--- config.mk ---
export PLATFORM = sky130hd
export DESIGN_NAME = sd_frame_loader
export DESIGN_NICKNAME = d
export VERILOG_FILES = /design/src/rtl/sd_frame_loader.sv
export SDC_FILE = /design/constraint.sdc
export NUM_CORES = 1
export LEC_CHECK = 0
export ABC_AREA = 1
export BUFFER_PORTS_ARGS = -buffer_cell sky130_fd_sc_hd__buf_2
export CORE_MARGIN = 4
export CORE_UTILIZATION = 55
export CTS_BUF_LIST = sky130_fd_sc_hd__clkbuf_8
export CTS_CLUSTER_SIZE = 28
export DETAILED_ROUTE_END_ITERATION = 16
export GPL_ROUTABILITY_DRIVEN = 1
export PLACE_DENSITY = 0.83
export SLEW_MARGIN = 10
export SYNTH_ARGS = -nofsm -noshare
export SYNTH_HDL_FRONTEND = slang
export SYNTH_SLANG_ARGS = --single-unit
--- constraint.sdc ---
create_clock -name clk -period 2.4 [get_ports clk]
set_input_delay 0.48 -clock clk [delete_from_list [all_inputs] [get_ports clk]]
set_output_delay 0.48 -clock clk [all_outputs]
set_load 0.01 [all_outputs]
--- src/rtl/sd_frame_loader.sv ---
// Command sequencer in front of the SD interface: runs card init once after reset,
// then issues read / stream / CRC-strip actions for every block of a frame.
module sd_frame_loader #(
  parameter int unsigned BLOCKS_PER_FRAME = 510
) (
  input  logic        clk,
  input  logic        rst,
  input  logic        start,
  input  logic [31:0] frame_base,
  output logic        busy,
  output logic        done,
  output logic        initialized,
  output logic [15:0] blk_idx,
  output logic        sd_init,
  output logic        sd_read_cmd,
  output logic        sd_stream_512B,
  output logic        sd_rm_crc,
  output logic [31:0] sd_blk_addr,
  output logic        sd_trigger,
  input  logic        sd_busy
);

  typedef enum logic [3:0] {
    ST_IDLE      = 4'd0,
    ST_INIT_REQ  = 4'd1,
    ST_INIT_WAIT = 4'd2,
    ST_CMD_REQ   = 4'd3,
    ST_CMD_WAIT  = 4'd4,
    ST_DATA_REQ  = 4'd5,
    ST_DATA_WAIT = 4'd6,
    ST_CRC_REQ   = 4'd7,
    ST_CRC_WAIT  = 4'd8,
    ST_NEXT      = 4'd9,
    ST_DONE      = 4'd10
  } state_t;

  localparam logic [15:0] LAST_IDX = 16'(BLOCKS_PER_FRAME - 32'd1);

  state_t      state_r;
  state_t      state_s;
  logic        trigger_s;
  logic        guard_r;
  logic        initialized_r;
  logic [15:0] blk_idx_r;
  logic [31:0] addr_r;

  // Next-state logic; guard_r masks sd_busy on the first WAIT cycle after a trigger.
  always_comb begin
    state_s   = state_r;
    trigger_s = 1'b0;
    case (state_r)
      ST_IDLE: begin
        if (start) begin
          state_s = initialized_r ? ST_CMD_REQ : ST_INIT_REQ;
        end else begin
          state_s = ST_IDLE;
        end
      end
      ST_INIT_REQ: begin
        if (!sd_busy) begin
          trigger_s = 1'b1;
          state_s   = ST_INIT_WAIT;
        end else begin
          state_s   = ST_INIT_REQ;
        end
      end
      ST_INIT_WAIT: begin
        if (!guard_r && !sd_busy) begin
          state_s = ST_CMD_REQ;
        end else begin
          state_s = ST_INIT_WAIT;
        end
      end
      ST_CMD_REQ: begin
        if (!sd_busy) begin
          trigger_s = 1'b1;
          state_s   = ST_CMD_WAIT;
        end else begin
          state_s   = ST_CMD_REQ;
        end
      end
      ST_CMD_WAIT: begin
        if (!guard_r && !sd_busy) begin
          state_s = ST_DATA_REQ;
        end else begin
          state_s = ST_CMD_WAIT;
        end
      end
      ST_DATA_REQ: begin
        if (!sd_busy) begin
          trigger_s = 1'b1;
          state_s   = ST_DATA_WAIT;
        end else begin
          state_s   = ST_DATA_REQ;
        end
      end
      ST_DATA_WAIT: begin
        if (!guard_r && !sd_busy) begin
          state_s = ST_CRC_REQ;
        end else begin
          state_s = ST_DATA_WAIT;
        end
      end
      ST_CRC_REQ: begin
        if (!sd_busy) begin
          trigger_s = 1'b1;
          state_s   = ST_CRC_WAIT;
        end else begin
          state_s   = ST_CRC_REQ;
        end
      end
      ST_CRC_WAIT: begin
        if (!guard_r && !sd_busy) begin
          state_s = ST_NEXT;
        end else begin
          state_s = ST_CRC_WAIT;
        end
      end
      ST_NEXT: begin
        if (blk_idx_r == LAST_IDX) begin
          state_s = ST_DONE;
        end else begin
          state_s = ST_CMD_REQ;
        end
      end
      ST_DONE: begin
        state_s = ST_IDLE;
      end
      default: begin
        state_s = ST_IDLE;
      end
    endcase
  end

  // State register and WAIT guard flag.
  always_ff @(posedge clk or posedge rst) begin
    if (rst) begin
      state_r <= ST_IDLE;
      guard_r <= 1'b0;
    end else begin
      state_r <= state_s;
      guard_r <= trigger_s;
    end
  end

  // Block index and running address; the address increments with the index so it wraps mod 2^32.
  always_ff @(posedge clk or posedge rst) begin
    if (rst) begin
      blk_idx_r <= 16'd0;
      addr_r    <= 32'd0;
    end else if (state_r == ST_IDLE && start) begin
      blk_idx_r <= 16'd0;
      addr_r    <= frame_base;
    end else if (state_r == ST_NEXT && blk_idx_r != LAST_IDX) begin
      blk_idx_r <= blk_idx_r + 16'd1;
      addr_r    <= addr_r + 32'd1;
    end else begin
      blk_idx_r <= blk_idx_r;
      addr_r    <= addr_r;
    end
  end

  // Card-initialised flag, cleared only by reset.
  always_ff @(posedge clk or posedge rst) begin
    if (rst) begin
      initialized_r <= 1'b0;
    end else if (state_r == ST_INIT_WAIT && state_s == ST_CMD_REQ) begin
      initialized_r <= 1'b1;
    end else begin
      initialized_r <= initialized_r;
    end
  end

  // Moore decode of action lines and status from the registered state.
  always_comb begin
    sd_init        = 1'b0;
    sd_read_cmd    = 1'b0;
    sd_stream_512B = 1'b0;
    sd_rm_crc      = 1'b0;
    busy           = 1'b1;
    done           = 1'b0;
    case (state_r)
      ST_IDLE:                    busy           = 1'b0;
      ST_INIT_REQ, ST_INIT_WAIT:  sd_init        = 1'b1;
      ST_CMD_REQ, ST_CMD_WAIT:    sd_read_cmd    = 1'b1;
      ST_DATA_REQ, ST_DATA_WAIT:  sd_stream_512B = 1'b1;
      ST_CRC_REQ, ST_CRC_WAIT:    sd_rm_crc      = 1'b1;
      ST_NEXT:                    busy           = 1'b1;
      ST_DONE:                    done           = 1'b1;
      default:                    busy           = 1'b0;
    endcase
  end

  assign sd_trigger  = trigger_s;
  assign initialized = initialized_r;
  assign blk_idx     = blk_idx_r;
  assign sd_blk_addr = addr_r;

endmodule

==> summary.txt <==
Status
  – Status: finished, final reports clean

Timing
  – Final Cycle Share: 85.1%
  – Endpoints failing hold: 0
  – Hold slack final: 0.168 ns
  – Setup TNS: 0 ns
  – Slew Limit Fails: 0
  – RSZ-0062 raised after global routing: false
  – Fmax achieved: 490 MHz
  – Min Tclk post-route: 2.04 ns
  – Slew of the pin with the lowest slew margin: 0.511 ns
  – Final Setup Violations: 0
  – Worst Slack Setup Final: 0.358 ns
  – Relative max-transition margin: 65.9%
  – Clock Skews: 0.00667 ns

CTS
  – Clk Latency, worst-skew pair: 0.33 ns
  – Clk slew on worst S/H paths: 0.11 ns
  – Clock sink total: 54
  – Setup Buffers After CTS: 0
  – Hold Buf Count CTS: 0
  – CTS tree: yes
  – Post-CTS sizing: 0
  – Cts bufs inserted: 5
  – Clock Tree Root: clkbuf_8
  – Clock buffer depth: 2
  – Htree depth: 2

Synth
  – Post-synthesis register bit count: 54
  – Share of the yosys chip area belonging to registers: 33.3%
  – Yosys warning count: 0
  – Cell count after synthesis: 643
  – Yosys cell types: 38
  – Synthesized area: 4060 um^2
  – Syn Area/Cell: 6.31 um^2
  – Syn_nets: 682

Placed design
  – Port Buffer Count: 91
  – Post-place setup slack: 0.398 ns
  – Placer Congestion: 0.962
  – DP Wirelength: 8.46 mm
  – Area post-placement: 4560 um^2

Pwr
  – Switch Pwr: 2.27 mW
  – Clock share of power: 14.0%
  – Static leakage: 2.34 nW
  – Pwr dens: 1010 nW/um^2
  – Int Pwr: 2.44 mW
  – Peak VDD IR: 0.582 mV
  – Sw Ratio: 48.2%
  – Seq pwr share: 38.4%
  – Gate power share: 47.6%

GRT
  – First-pass GRT wire length: 18.5 mm
  – Global-route usage over all layers: 26.0%
  – Initial antenna violation count: 0
  – Number of global-route vias before repair: 4,074
  – Global route total overflow: 0
  – Pin count of the biggest net entering global routing: 44

Setup path
  – Worst setup SP type: flip-flop
  – Type of the worst setup path: flip-flop to flip-flop
  – Worst Setup End Kind: flip-flop
  – Crit path max fanout: 43
  – Arrival @ worst endpoint: 2.24 ns
  – Worst Path Required: 2.60 ns

Floorplanning
  – Core Region: 7210 um^2
  – Die H: 93.9 um
  – Starting density of the core: 56.3%
  – Die width: 93.9 um
  – I/O pin cnt: 92
  – Full die area: 8820 um^2
  – Row count: 31

Worst hold path
  – Tightest Hold Check Type: input pin to async pin

Final layout
  – Area Growth Syn to Fin: 15.2%
  – Final net count: 767
  – Final instance area: 4680 um^2
  – Ant diodes: 0
  – Layout cells sized above 1: 18.5%

Detailed routing
  – DRC violations left: 0
  – WL per Instance: 13.3 um
  – Vias: 4,321
  – Final wirelength: 11.0 mm
  – Post-DR vias/cell: 5.22
  – Remaining antenna violation count after routing: 0
  – Initial DRC count: 287
  – Drt pass-1 iters: 5

Flow run
  – MaxCap Viol Count: 0
==> path summary, 6_finish.rpt <==
kind                        startpoint        endpoint  slack, ns  cells after the start
max                         blk_idx[0]      state_r[0]       0.36                      8
min                                rst      state_r[2]       0.17                      2
max reg2reg                 blk_idx[0]      state_r[0]       0.36                      8
min reg2reg                initialized     initialized       0.50                      1
max in group asynchronous          rst  sd_blk_addr[2]       1.68                      3
min in group clk               sd_busy         guard_r       0.44                      2
==> cells in the mapped netlist <==
library cell / n / area share (%)
or2_2: 8 / 1.2
inv_2: 2 / 0.19
or2_1: 1 / 0.15
o211ai_1: 3 / 0.55
o21ai_1: 10 / 1.2
buf_6: 6 / 1.7
a21oi_1: 16 / 2.0
buf_2: 10 / 1.2
o22ai_1: 1 / 0.15
clkinv_1: 1 / 0.092
or2_0: 1 / 0.15
o21ai_0: 13 / 1.6
nor3_1: 4 / 0.49
o21ai_2: 6 / 1.3
nand2_8: 1 / 0.49
nand3_1: 72 / 8.9
buf_4: 2 / 0.37
nand2_4: 1 / 0.28
ha_1: 3 / 0.92
nor3_4: 1 / 0.40
inv_8: 1 / 0.28
nand2_1: 247 / 23
nor2_2: 4 / 0.62
nand3_4: 1 / 0.43
dfrtp_1: 54 / 33
xor2_1: 10 / 2.2
a211oi_1: 1 / 0.19
xnor2_1: 2 / 0.43
buf_8: 1 / 0.37
nand3b_1: 1 / 0.19
nand2_2: 2 / 0.31
nand4_1: 4 / 0.62
a21o_1: 1 / 0.19
nor2_4: 2 / 0.55
inv_1: 54 / 5.0
o221ai_1: 1 / 0.22
nor2_1: 93 / 8.6
o21bai_1: 2 / 0.37
==> area by class of cell <==
class | instances | area, um^2
multi-input combinational | 512 | 2330
sequential | 54 | 1350
inverter | 58 | 225
clock buffer | 5 | 68.8
tap | 99 | 124
fill | 705 | 2540
clock inverter | 3 | 47.5
timing repair buffer | 97 | 526
==> layout by cell type (no fill, tap or decap), types with 2 or more instances in the layout <==
master and count:
buf_2 91, nor2_4 2, dfrtp_1 54, inv_1 53
buf_4 4, nor3_1 4, buf_12 2, nand3_1 72
inv_6 2, xor2_1 10, o21bai_1 2, ha_1 3
xnor2_1 2, inv_2 3, nor2_1 93, nand4_1 4
o21ai_1 10, o21ai_2 6, nand2_1 247, clkbuf_8 5
o21ai_0 13, nand2_2 2, or2_2 8, o211ai_1 3
a21oi_1 16, nor2_2 4
==> critical path, cell delays in order (launching register included) <==
cell	delay, ns
dfrtp_1	0.51
ha_1	0.20
nand3_1	0.10
nor2_2	0.14
nand2_1	0.11
nand2_4	0.23
nand2_8	0.22
inv_8	0.28
nand3_1	0.12
==> flip-flops by register name, summed over array words and instances, names as in the netlist <==
signal       flops
initialized      1
sd_blk_addr     32
guard_r          1
blk_idx         16
state_r          4
==> routing by layer <==
metal / wire length [um] / vias up / track usage, %
li1: - / 2197 / -
met1: 4840 / 1975 / 33.1
met2: 5350 / 131 / 43.9
met3: 656 / 18 / 4.65
met4: 187 / 0 / 9.39
met5: 0 / - / 0
==> cell families after synthesis <==
kind of cell,Yosys count,share of synthesized area (%)
AND/OR/NAND/NOR,443,46.2
buffers and inverters,77,9.19
AO/OA/AOI/OAI,54,7.77
flip-flops,54,33.3
XOR/XNOR,12,2.59
adder cells (fa/ha/maj),3,0.925
==> power by group through the flow <==
stage	clock, mW	sequential, mW	combinational [mW]
2_1_floorplan	0	1.80	1.51
3_3_place_gp	0	1.78	2.18
3_5_place_dp	0	1.81	2.25
4_1_cts	0.672	1.79	2.26
5_1_grt	0.703	1.87	2.54
6_report	0.659	1.81	2.24
==> through the flow <==
step	instances	utilization, %	power [mW]
after floorplan	643	-	3.31
after global routing	828	64.8	5.10
after CTS	828	64.8	4.72
after detailed placement	820	63.2	4.05
final	828	64.8	4.71
after global placement	820	63.2	3.96
Power figures use the tool's default switching activity.
